### src/rtl/uart_tx_arbiter.sv
// Round-robin arbiter that multiplexes NUM_REQ byte streams onto one UART TX input.
// A grant is held for a whole message and is released on the last byte, on the burst limit or on an idle timeout.
module uart_tx_arbiter #(
  parameter int NUM_REQ      = 2,
  parameter int DATA_WIDTH   = 8,
  parameter int MAX_BURST    = 16,
  parameter int IDLE_TIMEOUT = 64,
  localparam int GW          = (NUM_REQ > 1) ? $clog2(NUM_REQ) : 1
) (
  input  logic                          clk,
  input  logic                          reset,
  input  logic [NUM_REQ-1:0]            req_valid,
  input  logic [NUM_REQ*DATA_WIDTH-1:0] req_data,
  input  logic [NUM_REQ-1:0]            req_last,
  output logic [NUM_REQ-1:0]            req_ready,
  output logic [DATA_WIDTH-1:0]         tx_data,
  output logic                          tx_valid,
  input  logic                          tx_ready,
  output logic [GW-1:0]                 grant_id,
  output logic                          busy
);

  typedef enum logic [1:0] {IDLE, XFER, RELEASE} state_t;

  state_t          state, state_d;
  logic [GW-1:0]   grant_q, grant_d;
  logic [GW-1:0]   last_q, last_d;
  logic [7:0]      burst_cnt, burst_d, burst_inc;
  logic [15:0]     idle_cnt, idle_d, idle_inc;
  logic [GW-1:0]   sel, cand;
  logic            found;
  logic [DATA_WIDTH-1:0] data_arr [NUM_REQ];

  for (genvar i = 0; i < NUM_REQ; i++) begin : g_unpack
    assign data_arr[i] = req_data[i*DATA_WIDTH +: DATA_WIDTH];
  end

  assign burst_inc = burst_cnt + 8'd1;
  assign idle_inc  = idle_cnt + 16'd1;

  // Search starts just after the previous owner so it ends up with lowest priority.
  always_comb begin
    sel   = '0;
    found = 1'b0;
    cand  = last_q;
    for (int unsigned k = 0; k < NUM_REQ; k++) begin
      cand = (cand == GW'(NUM_REQ - 1)) ? '0 : cand + GW'(1);
      if (!found && req_valid[cand]) begin
        found = 1'b1;
        sel   = cand;
      end
    end
  end

  always_ff @(posedge clk) begin
    if (!reset) begin
      state     <= IDLE;
      grant_q   <= '0;
      last_q    <= GW'(NUM_REQ - 1);
      burst_cnt <= '0;
      idle_cnt  <= '0;
    end else begin
      state     <= state_d;
      grant_q   <= grant_d;
      last_q    <= last_d;
      burst_cnt <= burst_d;
      idle_cnt  <= idle_d;
    end
  end

  always_comb begin
    state_d = state;
    grant_d = grant_q;
    last_d  = last_q;
    burst_d = burst_cnt;
    idle_d  = idle_cnt;
    case (state)
      IDLE: begin
        if (found) begin
          state_d = XFER;
          grant_d = sel;
          burst_d = '0;
          idle_d  = '0;
        end
      end
      XFER: begin
        if (req_valid[grant_q]) begin
          idle_d = '0;
          if (tx_ready) begin
            burst_d = burst_inc;
            if (req_last[grant_q] || burst_inc == 8'(MAX_BURST)) begin
              state_d = RELEASE;
              last_d  = grant_q;
            end
          end
        end else begin
          idle_d = idle_inc;
          if (idle_inc == 16'(IDLE_TIMEOUT)) begin
            state_d = RELEASE;
            last_d  = grant_q;
          end
        end
      end
      RELEASE: begin
        state_d = IDLE;
        grant_d = '0;
      end
      default: state_d = IDLE;
    endcase
  end

  // Outputs are gated by reset so nothing is handed over on a reset cycle.
  always_comb begin
    tx_valid  = 1'b0;
    tx_data   = '0;
    req_ready = '0;
    busy      = 1'b0;
    grant_id  = grant_q;
    if (state == XFER && reset) begin
      tx_valid           = req_valid[grant_q];
      tx_data            = data_arr[grant_q];
      req_ready[grant_q] = tx_ready;
      busy               = 1'b1;
    end
  end

endmodule

### config.mk
export PLATFORM = sky130hd
export DESIGN_NAME = uart_tx_arbiter
export DESIGN_NICKNAME = d
export VERILOG_FILES = /design/src/rtl/uart_tx_arbiter.sv
export SDC_FILE = /design/constraint.sdc
export NUM_CORES = 1
export LEC_CHECK = 0
export CORE_ASPECT_RATIO = 0.5
export CORE_UTILIZATION = 47
export CTS_BUF_LIST = sky130_fd_sc_hd__clkbuf_8 sky130_fd_sc_hd__clkbuf_16
export DETAILED_ROUTE_END_ITERATION = 8
export PLACE_DENSITY = 0.8
export SLEW_MARGIN = 20
export SYNTH_ARGS = -nofsm -noshare
export SYNTH_HDL_FRONTEND = slang
export SYNTH_SLANG_ARGS = --single-unit
### constraint.sdc
create_clock -name clk -period 2.1 [get_ports clk]
set_input_delay 0.42 -clock clk [delete_from_list [all_inputs] [get_ports clk]]
set_output_delay 0.42 -clock clk [all_outputs]
set_load 0.005 [all_outputs]
# Word-level counts from Yosys, hierarchy flattened
# Cells that the tools add are included.
# Widths: inputs -> output; s select.
[word_totals] output_inout_bits=13 regBits=28
[op_classes] n_eq_ne=12 bitwise=2 order_cmp=5 add_sub_neg=4 n_mux=42 n_reduce_logical=14
[ops] cell="$mux 8" count=7
[ops] cell="$mux 16" count=2
[ops] cell="$pmux 16 s2" count=1
[ops] cell="$mux 1" count=22
[ops] cell="$add 16x1->16 const B" count=1
[ops] cell="$eq 16x7->1 const B" count=1
[ops] cell="$pmux 8 s2" count=1
[ops] cell="$mux 2" count=6
[ops] cell="$reduce_and 4->1" count=3
[ops] cell="$ne 3x3->1 const B" count=3
[ops] cell="$add 8x1->8 const B" count=1
[ops] cell="$eq 8x5->1 const B" count=1
[ops] cell="$ne 2x2->1 const B" count=4
[ops] cell="$lt 1x2->1 const B" count=3
[ops] cell="$reduce_bool 2->1" count=3
[ops] cell="$pmux 2 s2" count=1
[ops] cell="$reduce_and 2->1" count=2
[ops] cell="$logic_and 1x1->1" count=3
[ops] cell="$add 1x1->1 const B" count=2
[ops] cell="$and 2x2->2" count=1
[ops] cell="$eq 2x1->1 const B" count=1
[ops] cell="$eq 2x2->1 const B" count=1
[ops] cell="$ge 2x2->1 const B" count=1
[ops] cell="$logic_not 2->1" count=1
[ops] cell="7 further kinds" count=7

# Logic depth before layout (Yosys ltp)
[depth] word_depth=10 ltp_mapped=8 mapped_depth_nobuf=7

# Least setup slack after synthesis
# No wires, ideal clock.
[synth_timing] path_type="register -> register" start="register idle_cnt[0]" end="register state[0]" arrival_time_ns=1.907 path_slack_ns=0.076 path_buffers=0 stages_incl_launch_ff=8 setup_time_ns=0.117 period_less_slack_ns=2.024 required_time_ns=1.983 path_cell_list="dfxtp_1 ha_1 nand3_2 nor4_2 nand4_1 o311ai_2 nand3_1 a32o_1"
[synth_between] elab_chain_cells=4
[synth_lines] element="start: declaration" line_no="29" source="logic [15:0] idle_cnt, idle_d, idle_inc;"
[synth_lines] element="start signal: assignment" line_no="67" source="idle_cnt <= idle_d;"
[synth_lines] element="$add 16x1->16" line_no="39" source="assign idle_inc = idle_cnt + 16'd1;"
[synth_lines] element="$eq 16x7->1" line_no="98" source="if (idle_inc == 16'(IDLE_TIMEOUT)) begin"
[synth_lines] element="$ne 3x3->1 (no source line)"
[synth_lines] element="$reduce_and 4->1 (no source line)"
[synth_lines] element="end signal: assignment" line_no="63" source="state <= state_d;"
[synth_lines] element="end: declaration" line_no="25" source="state_t state, state_d;"
# Every way passes these cells.
# A chain may end at the register's enable or synchronous reset.

# Final worst setup path
[layout_timing] start="register state[1]" end="output port tx_data[4]"
[layout_between] elab_chain_cells=3
[layout_lines] element="$eq 2x1->1" line_no="119" source="if (state == XFER && reset) begin"
[layout_lines] element="$logic_and 1x1->1" line_no="119"
[layout_lines] element="$mux 8" line_no="119"
[layout_lines] element="end: declaration" line_no="16" source="output logic [DATA_WIDTH-1:0] tx_data,"
# Every way passes these cells.

==> flow_summary.ini <==
[synth]
ys.flop_type = dfxtp_1
syn_inst = 252
ys_ff_latch = 28
synth-xor-area-share = 0.0313
syn_area_um2 = 1960
ys_warn_count = 0
syn-num-nets = 278
synth-edff-count = 0
synthMuxAreaShare = 0.0589
yosys.area_share.adder = 0.0192
syn_area_per_cell_um2 = 7.76
synth_top_family_by_area = simple AND/OR/NAND/NOR gates
yosysUniqueCellTypes = 48
synth-compound-area-share = 0.194
async_flop_share = 0
ys_seq_area_frac = 0.287
synth_simple_gate_area_frac = 0.370

[placed_design]
io_buffer_count = 35
place_hpwl_mm = 3.73
gp_congestion = 0.885
place_inst = 355

[route]
vias_per_cell = 5.71
drtAntennaViolNets = 0
drt_iter0_markers = 125
dr.pass1.iters = 4
wl_per_cell_um = 13.9
vias = 2050
drc = 0
totalWireLength_mm = 5.00

[die]
fp.dieH_um = 47.6
rows = 16
dieWidth_um = 93.2
fp.coreArea_um2 = 3940
initial_core_util = 0.496
pin_count = 36
dieArea_um2 = 4440

[run]
maxCapViolations = 0

[worst_hold_path]
hold_path_class = reg2reg
hold_depth = 1

[outcome]
status = completed

[worst_setup_path]
ff2ff_path_depth = 8
critPathCaptureType = primary output
cp.required_ns = 1.68
worstSetupPathType = reg2out
crit_fanout = 8
arrival_ns = 1.66
worstSetupStartpointType = flop

[global_route]
overflow = 0
grt_pass1_vias = 1783
track_usage = 0.225
grt_pass1_wl_mm = 7.82
antenna_found_initial = 0
grt_max_degree = 29

[clocking]
cts_tree = done
path_clk_slew_ns = 0.09
cts_buffers = 3
htreeDepth = 1
worstSkewPairLatency_ns = 0.28
clock_sinks = 28
hold_buffers = 0
clock_path_buffers = 2
cts_root_buffer = clkbuf_8

[final_layout]
instances_no_fill = 359
layout-drive-gt1-share = 0.167
n_antenna_cell = 0
syn_to_final_growth_pct = 32.5
final_nets = 333

[sta]
period_needed_ns = 2.08
rsz0062_at_grt = yes
finalHoldViolations = 0
slew_violations = 0
setup_violations = 0
holdWs_ns = 0.508
fin_skew_ns = 0.00243
fin_crit_sh = 0.991
worst_pin_slew_ns = 0.383
fmax_mhz = 481
max_slew_margin = 0.742

[power_and_ir_drop]
vdd_drop_max_mv = 0.245
p_total_mw = 1.20
power.density_nw_per_um2 = 464
p_leak_nw = 1.01
-- critical path: stages, from the launching register on --
cell	delay (ns)
dfxtp_2	0.37
nor2b_4	0.12
nand2_2	0.09
buf_4	0.18
nor2_1	0.11
clkdlybuf4s50_1	0.51
-- metrics by stage --
stage	setup TNS (ns)	worst slack, ns	cell area, µm²	util
after global routing	-0.277	-0.0550	2590	0.657
after CTS	0	0.000913	2560	0.649
after floorplan	0	0.0755	1960	-
after global placement	-1.92	-0.202	2520	0.638
final	0	0.0198	2590	0.657
after detailed placement	-2.40	-0.230	2520	0.638
-- power by group --
group	internal, mW	switching (mW)	total (mW)
clock	0.129	0.169	0.298
sequential	0.544	0.00977	0.554
combinational	0.187	0.164	0.351
-- area by class of cell --
cell class	instances	area, µm²
Fill cell	326	1350
Multi-Input combinational cell	207	1330
Timing Repair Buffer	64	576
Sequential cell	28	567
Tap cell	54	67.6
Clock buffer	3	41.3
Inverter	3	11.3
-- worst paths after layout --
path,endpoint,slack [ns],start
hold reg to reg,burst_cnt[6],0.51,burst_cnt[6]
setup reg to reg,last_q,0.10,idle_cnt[0]
hold / removal,burst_cnt[6],0.51,burst_cnt[6]
setup / recovery,tx_data[4],0.02,state[1]
-- logic make-up (layout without fill, tap and decap cells) --
logic type                 count (synthesis)  in the layout
and+or+nand+nor                          127            127
AOI/OAI and AO/OA                         59             59
DFF                                       28             28
buffers and inverters                     17             70
muxes                                     11             11
xor gates and xnor gates                   7              7
adders and majority gates                  3              3
-- cell usage after synthesis, types with 4 or more instances --
cell      count  share of area
xnor2_1       4          0.018
nor2_1       30          0.058
dfxtp_1      28           0.29
a21boi_0      8          0.031
a22oi_1       6          0.023
o21ai_0      20          0.051
nor4_1        5          0.016
mux2i_1      10          0.051
nand2b_1      5          0.016
a21oi_1      12          0.031
nand4_1       8          0.026
clkbuf_1      7          0.013
nand2_1      17          0.033
buf_2         5          0.013
nor2b_1      14          0.045
nor3_1        5          0.013
nand3_1       8          0.020
and3_1        6          0.019
nand3b_1      7          0.027
-- placed cells by master (no fill, tap or decap), types with 10 or more instances in the layout --
cell and n:
dfxtp_1 23, buf_4 28, nor2_1 30, mux2i_1 10, nand2_1 16, a21oi_1 12, nor2b_1 13, o21ai_0 20
clkdlybuf4s50_1 29
-- flip-flops by register name, indices dropped and copies added (netlist names) --
| name | cells |
|---|---|
| burst_cnt | 8 |
| grant_id | 1 |
| idle_cnt | 16 |
| last_q | 1 |
| state | 2 |
-- layer usage --
metal / share of wire / wire [µm] / vias to the layer above / global-route usage
met5: 0 / 0 / - / 0
met4: 0.0064 / 32 / 0 / 0.0708
met3: 0.029 / 144 / 4 / 0.0460
met2: 0.49 / 2460 / 35 / 0.440
met1: 0.47 / 2360 / 980 / 0.262
li1: - / - / 1031 / -
-- repair_timing --
action	CTS	global route
gates resized for setup	6	10
pin swaps	0	2
endpoints found under the setup margin	12	11
buffers inserted	0	1
endpoints found under the hold margin	0	0
No activity file was read; power rests on OpenSTA's default activity.
